<file path="src/rtl/flow_light_pkg.sv">
// flow_light_pkg: shared mode codes, default step periods and LED pattern helpers for flow_light_ctrl.
package flow_light_pkg;

    localparam logic [1:0] MODE_ROT_L  = 2'b00;
    localparam logic [1:0] MODE_ROT_R  = 2'b01;
    localparam logic [1:0] MODE_BOUNCE = 2'b10;
    localparam logic [1:0] MODE_FILL   = 2'b11;

    localparam int unsigned DEF_DIV0 = 1000000;
    localparam int unsigned DEF_DIV1 = 10000000;
    localparam int unsigned DEF_DIV2 = 25000000;
    localparam int unsigned DEF_DIV3 = 100000000;

    localparam logic [7:0] LED_INIT = 8'h01;

    typedef enum logic {DIR_L, DIR_R} dir_e;

    function automatic logic [7:0] next_led(input logic [1:0] mode, input logic [7:0] led, input dir_e dir);
        return mode == MODE_ROT_L  ? {led[6:0], led[7]} :
               mode == MODE_ROT_R  ? {led[0], led[7:1]} :
               mode == MODE_BOUNCE ? (dir == DIR_L ? {led[6:0], 1'b0} : {1'b0, led[7:1]}) :
               (&led ? 8'h00 : {led[6:0], 1'b1});
    endfunction

    // Direction flips on the step that lands on an end bit, so endpoints are shown once.
    function automatic dir_e next_dir(input logic [7:0] led, input dir_e dir);
        return dir == DIR_L ? (led[6] ? DIR_R : DIR_L) : (led[1] ? DIR_L : DIR_R);
    endfunction

endpackage

</file>
<file path="src/rtl/btn_edge.sv">
// btn_edge: two-flop synchroniser for a raw button followed by a one-cycle rising-edge pulse.
module btn_edge (
    input  logic clk,
    input  logic rst,
    input  logic i_btn,
    output logic o_pulse
);

    logic r_m, r_s0, r_s1;

    always_ff @(posedge clk) begin
        if (rst) begin
            r_m  <= 1'b0;
            r_s0 <= 1'b0;
            r_s1 <= 1'b0;
        end else begin
            r_m  <= i_btn;
            r_s0 <= r_m;
            r_s1 <= r_s0;
        end
    end

    assign o_pulse = r_s0 & ~r_s1;

endmodule

</file>
<file path="src/rtl/flow_light_ctrl.sv">
// flow_light_ctrl: button-driven mode/run sequencer for an 8-LED flowing light with selectable step period.
// Optional FLOW_AUTO_MODE_EN: auto-advance the mode after AUTO_STEPS applied steps.
module flow_light_ctrl
    import flow_light_pkg::*;
#(
    parameter int unsigned DIV0 = DEF_DIV0,
    parameter int unsigned DIV1 = DEF_DIV1,
    parameter int unsigned DIV2 = DEF_DIV2,
    parameter int unsigned DIV3 = DEF_DIV3
`ifdef FLOW_AUTO_MODE_EN
    ,
    parameter int unsigned AUTO_STEPS = 32
`endif
) (
    input  logic       clk,
    input  logic       rst,
    input  logic       btn_run,
    input  logic       btn_mode,
    input  logic [1:0] freq_set,
    output logic [7:0] led,
    output logic [1:0] mode,
    output logic       running,
    output logic       step
);

    logic        w_run_p, w_mode_p, w_tick, w_adv;
    logic [31:0] w_period;
    logic [31:0] r_cnt;
    logic [7:0]  r_led;
    logic [1:0]  r_mode;
    logic        r_running, r_step;
    dir_e        r_dir;

    btn_edge u_run  (.clk(clk), .rst(rst), .i_btn(btn_run),  .o_pulse(w_run_p));
    btn_edge u_mode (.clk(clk), .rst(rst), .i_btn(btn_mode), .o_pulse(w_mode_p));

    always_comb begin
        w_period = freq_set == 2'd0 ? DIV0 :
                   freq_set == 2'd1 ? DIV1 :
                   freq_set == 2'd2 ? DIV2 : DIV3;
    end

    // >= rather than == so a switch to a shorter period ticks at once instead of wrapping.
    assign w_tick = r_running && (r_cnt >= w_period - 32'd1);

`ifdef FLOW_AUTO_MODE_EN
    logic [31:0] r_steps;

    assign w_adv = w_mode_p || (r_steps == AUTO_STEPS);

    always_ff @(posedge clk) begin
        if (rst || w_adv)
            r_steps <= 32'd0;
        else if (w_tick)
            r_steps <= r_steps + 32'd1;
    end
`else
    assign w_adv = w_mode_p;
`endif

    always_ff @(posedge clk) begin
        if (rst) begin
            r_led     <= LED_INIT;
            r_mode    <= MODE_ROT_L;
            r_running <= 1'b0;
            r_step    <= 1'b0;
            r_cnt     <= 32'd0;
            r_dir     <= DIR_L;
        end else begin
            r_step <= 1'b0;
            if (w_run_p)
                r_running <= ~r_running;
            if (w_adv) begin
                r_mode <= r_mode + 2'd1;
                r_led  <= LED_INIT;
                r_dir  <= DIR_L;
                r_cnt  <= 32'd0;
            end else if (w_tick) begin
                r_led  <= next_led(r_mode, r_led, r_dir);
                r_dir  <= r_mode == MODE_BOUNCE ? next_dir(r_led, r_dir) : r_dir;
                r_cnt  <= 32'd0;
                r_step <= 1'b1;
            end else if (r_running) begin
                r_cnt <= r_cnt + 32'd1;
            end
        end
    end

    assign led     = r_led;
    assign mode    = r_mode;
    assign running = r_running;
    assign step    = r_step;

endmodule

</file>
<file path="config.mk">
export PLATFORM = sky130hd
export DESIGN_NAME = flow_light_ctrl
export DESIGN_NICKNAME = d
export VERILOG_FILES = /design/src/rtl/flow_light_pkg.sv /design/src/rtl/btn_edge.sv /design/src/rtl/flow_light_ctrl.sv
export SDC_FILE = /design/constraint.sdc
export NUM_CORES = 1
export LEC_CHECK = 0
export BUFFER_PORTS_ARGS = -buffer_cell sky130_fd_sc_hd__clkbuf_2
export CAP_MARGIN = 20
export CELL_PAD_IN_SITES_DETAIL_PLACEMENT = 2
export CELL_PAD_IN_SITES_GLOBAL_PLACEMENT = 2
export CORE_MARGIN = 10
export CORE_UTILIZATION = 34
export CTS_CLUSTER_DIAMETER = 200
export DETAILED_ROUTE_END_ITERATION = 8
export PLACE_DENSITY_LB_ADDON = 0.1
export SYNTH_ARGS = -nofsm -noshare
export SYNTH_HDL_FRONTEND = slang
export SYNTH_HIERARCHICAL = 1
export SYNTH_SLANG_ARGS = --single-unit
</file>
<file path="constraint.sdc">
create_clock -name clk -period 2.56 [get_ports clk]
set_input_delay 0.256 -clock clk [delete_from_list [all_inputs] [get_ports clk]]
set_output_delay 0.256 -clock clk [all_outputs]
set_load 0.03 [all_outputs]
</file>
Word-level counts from Yosys, hierarchy flattened
Cells that the tools add are included.
{ "totals": {"reg_bits": 51, "inputBits": 6, "out_inout_bits": 12, "wordCells": 44} }
{ "op_classes": {"addsub": 3, "magnitude_cmp": 1, "eq_ne": 4, "muxes": 12, "bitwise": 5, "n_reduce_logical": 7} }
{ "op_table": {"columns": ["cell", "n"], "rows": [
  ["27-bit two-way mux", 3],
  ["8-bit two-way mux", 5],
  ["32-bit by 1-bit adder with 32-bit output (second input constant)", 1],
  ["32-bit greater-or-equal comparator", 1],
  ["27-bit by 1-bit subtractor with 28-bit output (second input constant)", 1],
  ["8-bit AND reduction", 1],
  ["2-bit by 1-bit equality test with 1-bit output (second input constant)", 2],
  ["2-bit equality test (second input constant)", 2],
  ["2-bit zero test", 2],
  ["1-bit two-way mux", 4],
  ["1-bit NOT", 3],
  ["3-bit OR reduction", 1],
  ["2-bit by 1-bit adder with 2-bit output (second input constant)", 1],
  ["1-bit AND", 2],
  ["2-bit AND reduction", 1],
  ["2-bit OR reduction", 1],
  ["1-bit logical AND", 1]
]} }

Depth between registers and ports, before layout
{ "logic_depth": {"word_depth": 8, "ltp_mapped": 14, "mapped_depth_nobuf": 12} }

Cells and area by module
Netlist, hierarchy kept.
{ "modules_own_cells": {"columns": ["mod", "n_inst", "cells_per_inst", "area_each_um2", "seq_area_each_um2"], "rows": [
  ["flow_light_ctrl", 1, 319, 2740.1, 900.9],
  ["btn_edge", 2, 7, 87.6, 60.1]
]} }

Least setup slack after synthesis
OpenSTA, ideal clock, no wires.
{ "synth_timing": {"path_type": "input port to flip-flop", "start": "in freq_set[0]", "end": "reg r_cnt[10]", "setup_time_ps": 64, "t_arrival_ps": 2412, "required_time_ps": 2496, "setup_slack_ps": 84, "cell_stages": 12, "path_buffers": 2, "path_cell_list": "inv_1 -> ha_1 -> or2_2 -> ha_1 -> a21oi_1 -> nor2_1 -> a211oi_1 -> a21oi_2 -> or3_4 -> buf_6 -> buf_6 -> nor2_1"} }
{ "synth_between": {"elab_chain_len": 8, "word_cells_on_any_way": 10, "classes_between": "1 x add/sub; 1 x order compare; 2 x eq/ne; 3 x mux; 3 x reduce/logical"} }
{ "synth_lines": {"columns": ["element", "line", "text"], "rows": [
  ["start, declared", "flow_light_ctrl.sv:19", "input logic [1:0] freq_set,"],
  ["2-bit equality test", "flow_light_ctrl.sv:40", "freq_set == 2'd2 ? DIV2 : DIV3;"],
  ["27-bit two-way mux", "flow_light_ctrl.sv:40", null],
  ["27-bit two-way mux", "flow_light_ctrl.sv:39", "freq_set == 2'd1 ? DIV1 :"],
  ["27-bit two-way mux *", "flow_light_ctrl.sv:38", "w_period = freq_set == 2'd0 ? DIV0 :"],
  ["27-bit by 1-bit subtractor with 28-bit output *", "flow_light_ctrl.sv:44", "assign w_tick = r_running && (r_cnt >= w_period - 32'd1);"],
  ["32-bit greater-or-equal comparator *", "flow_light_ctrl.sv:44", null],
  ["1-bit logical AND *", "flow_light_ctrl.sv:44", null],
  ["3-bit OR reduction (no line) *", null, null],
  ["end signal, assigned", "flow_light_ctrl.sv:84", "r_cnt <= r_cnt + 32'd1;"],
  ["end, declared", "flow_light_ctrl.sv:28", "logic [31:0] r_cnt;"]
]} }
Mark *: on every way between the ends. The rest lies on a longest branch, timed or not.
A chain may end at the register's enable or synchronous reset.

Worst setup path after layout
{ "layout_timing": {"start": "in freq_set[1]", "end": "reg r_led[5], in the netlist led[5]"} }
{ "layout_between": {"elab_chain_len": 7, "word_cells_on_any_way": 9, "classes_between": "1 x add/sub; 1 x order compare; 2 x eq/ne; 3 x mux; 2 x reduce/logical"} }
{ "layout_lines": {"columns": ["element", "line", "text"], "rows": [
  ["2-bit equality test", "flow_light_ctrl.sv:40", null],
  ["27-bit two-way mux", "flow_light_ctrl.sv:40", null],
  ["27-bit two-way mux", "flow_light_ctrl.sv:39", null],
  ["27-bit two-way mux *", "flow_light_ctrl.sv:38", null],
  ["27-bit by 1-bit subtractor with 28-bit output *", "flow_light_ctrl.sv:44", null],
  ["32-bit greater-or-equal comparator *", "flow_light_ctrl.sv:44", null],
  ["1-bit logical AND *", "flow_light_ctrl.sv:44", null],
  ["end signal, assigned", "flow_light_ctrl.sv:79", "r_led <= next_led(r_mode, r_led, r_dir);"],
  ["end, declared", "flow_light_ctrl.sv:29", "logic [7:0] r_led;"]
]} }
Marked as above.

==> impl_metrics.json <==
{
  "power_frac_comb_pct": 9.6,
  "clock-root-buffer": "clkbuf_8",
  "cp-end-kind": "flip-flop",
  "yosysSeqAreaShare_pct": 35.02,
  "seqPwrFrac_pct": 53.8,
  "num_antenna_cells": 0,
  "critPathLaunchType": "input port",
  "register_area_mm2": 0.001021,
  "grtUsageMet1_pct": 15.05,
  "synth_fa_ha_area_share_pct": 14.59,
  "timing.rr.start": "r_cnt[7]",
  "synth-edff-count": 0,
  "synth-main-ff-cell": "dfxtp_1",
  "grt_max_degree": 30,
  "p_switching_mw": 0.4295,
  "cp.required_ps": 2780,
  "met3_usage_pct": 2.769,
  "tightestPinTransition_ps": 542.8,
  "worst_slack_ps": 130.4,
  "p_sw_share_pct": 28.70,
  "path_buf_inv": 4,
  "async_flop_share_pct": 0,
  "nFillCells": 966,
  "final_common_cell": "dfxtp_1",
  "critPathKind": "input port to flip-flop",
  "drive_gt1_share_pct": 18.25,
  "place_area_mm2": 0.003276,
  "drv_cap": 0,
  "slowest_stage": "or2_2",
  "initial_core_util_pct": 35.13,
  "grt-busiest-layer": "met2",
  "routedWlPerCell_um": 17.24,
  "peakVddDrop_mv": 0.2515,
  "insertion_delay_ps": 330,
  "viasPerCell": 5.217,
  "cts_tree": "built",
  "synth-xor-area-share_pct": 9.013,
  "cts.sinks": 51,
  "ctsHoldBuffers": 0,
  "die_x_um": 112.6,
  "yosysWarningCount": 6,
  "layout.cells.most_common_list": "dfxtp_1 (51), nor2_1 (44), nand2_1 (35)",
  "crit_top_cell": "ha_1",
  "max_slew_margin_pct": 63.53,
  "path_cells": "clkbuf_2 > inv_1 > ha_1 > or2_2 > ha_1 > nand4_1 > nor4_2 > nand2_1 > a21oi_4 > buf_4 > nor2_4 > buf_12 > mux2i_1",
  "muxShareOfSynthArea_pct": 3.090,
  "synth_cell_types": 44,
  "drtPass1Iterations": 4,
  "grt-ovfl-total": 0,
  "antenna_found_initial": 0,
  "vias": 2520,
  "path_clk_slew_ps": 120,
  "min_period_ps": 2430,
  "synth-simple-area-share_pct": 25.88,
  "status": "complete, no violations",
  "post-route-period-util_pct": 94.91,
  "powerDensity_mw_per_mm2": 434.2,
  "hold_path.class": "input port to flip-flop",
  "numCtsBuffers": 5,
  "ys_ff_latch": 51,
  "max_freq_ghz": 0.4116,
  "power_frac_clock_pct": 36.7,
  "grt_pass1_vias": 2714,
  "core_area_mm2": 0.008299,
  "multi_input_area_mm2": 0.001877,
  "hold_start": "btn_mode",
  "hpwl_mm": 6.100,
  "fin_area_mm2": 0.003447,
  "synthCells": 333,
  "critPathArrivalTime_ps": 2650,
  "report.final.slew_viol_count": 0,
  "routabilityCongestion": 0.7741,
  "drtAntennaViolNets": 0,
  "grt_pass1_wl_mm": 13.37,
  "crit_family": "simple AND/OR/NAND/NOR gates",
  "timing_hold_violations_final": 0,
  "cts_buffer_depth": 2,
  "nets": 417,
  "clock_skew_ps": 10.74,
  "syn_area_mm2": 0.002915,
  "portBuffers": 17,
  "die_y_um": 112.6,
  "grt_use_met2_pct": 22.00,
  "preCtsSetupSlack_ps": -314.8,
  "critPathLaunch": "freq_set[1]",
  "die-area_mm2": 0.01268,
  "drt_iter0_drc": 70,
  "num_rows": 33,
  "internal_power_mw": 1.067,
  "syn_avg_cell_area_um2": 8.755,
  "grtUsageTotal_pct": 12.51,
  "finalSetupViolCount": 0,
  "drcViolationCount": 0,
  "wirelength_mm": 8.326,
  "max_stage_delay_ps": 330,
  "h-tree-depth": 2,
  "power_leakage_nw": 1.468,
  "ios": 18,
  "area_delta_synth_final_pct": 18.24,
  "synth-compound-area-share_pct": 9.442,
  "cp_max_fo": 10,
  "synth_top_family_by_area": "simple AND/OR/NAND/NOR gates"
}
final cells by class:
type	instances	area share [%]
Clock buffer	5	1.996
Clock inverter	3	0.9800
Inverter	10	1.089
Multi-Input combinational cell	268	54.45
Sequential cell	51	29.62
Tap cell	105	3.811
Timing Repair Buffer	41	8.058
power groups by stage:
| stage | Clock [mW] | Sequential, mW | Combinational [mW] |
|---|---|---|---|
| finish | 0.549 | 0.805 | 0.143 |
| global route | 0.596 | 0.806 | 0.160 |
| CTS | 0.567 | 0.805 | 0.137 |
| detailed placement | 0 | 0.823 | 0.135 |
| global placement | 0 | 0.823 | 0.127 |
| floorplan | 0 | 0.826 | 0.0805 |
worst paths after layout:
| check | slack (ps) | end | cells past startpoint |
|---|---|---|---|
| hold / removal | 140 | u_mode/r_m | 2 |
| setup / recovery | 130 | led[5] | 13 |
| setup reg to reg | 380 | r_cnt[22] | 7 |
| hold reg to reg | 460 | u_mode/r_s0 | 1 |
timing repair:
item,in CTS,in global routing
setup buffers,0,1
gates resized for setup,0,10
setup endpoints to repair,0,39
routing by layer:
metal	up-vias	routed length [um]
li1	1241	-
met1	1252	3920
met2	19	4115
met3	8	205
met4	0	85
met5	-	0
Yosys cell counts (4+ instances only):
| library cell | instances | share of area (%) |
|---|---|---|
| or2_2 | 4 | 0.86 |
| and3_1 | 5 | 1.1 |
| nand3_1 | 13 | 2.2 |
| a22o_1 | 6 | 1.8 |
| nor2_1 | 44 | 5.7 |
| nor2b_1 | 9 | 1.9 |
| inv_1 | 10 | 1.3 |
| a21oi_1 | 13 | 2.2 |
| mux2i_1 | 9 | 3.1 |
| nand4_1 | 12 | 2.6 |
| o21ai_0 | 6 | 1.0 |
| dfxtp_1 | 51 | 35 |
| nor4_1 | 5 | 1.1 |
| xnor2_1 | 10 | 3.0 |
| ha_1 | 34 | 15 |
| nand2_1 | 35 | 4.5 |
| and4_1 | 4 | 1.2 |
| nand2b_1 | 5 | 1.1 |
| xor2_1 | 20 | 6.0 |
state kept, by name, summed over array words and instances (netlist names):
name and flops:
u_run/r_s1 1, u_mode/r_s0 1, running 1, step 1
u_mode/r_m 1, u_run/r_s0 1, r_cnt 32, u_mode/r_s1 1
r_dir 1, u_run/r_m 1, mode 2, led 8
cells by family after synthesis:
group / after synthesis
compound gates: 41
fa+ha+maj: 34
mux: 9
buf+inv: 17
flops: 51
simple gates: 150
other cells: 1
xor+xnor: 30
metrics by stage:
stage          utilization, %  setup TNS [ps]  power (mW)  cells  hold slack, ps
6_report                41.53               0       1.497    483           138.6
5_1_grt                 41.53          -174.5       1.563    483           136.4
4_1_cts                 40.71               0       1.509    480           131.0
3_5_place_dp            39.47          -11110      0.9583    472           431.5
3_3_place_gp            39.47           -6916      0.9498    472           421.0
2_1_floorplan               -               0      0.9065    334           327.6
Note: power is estimated with default switching activity, not from simulation.
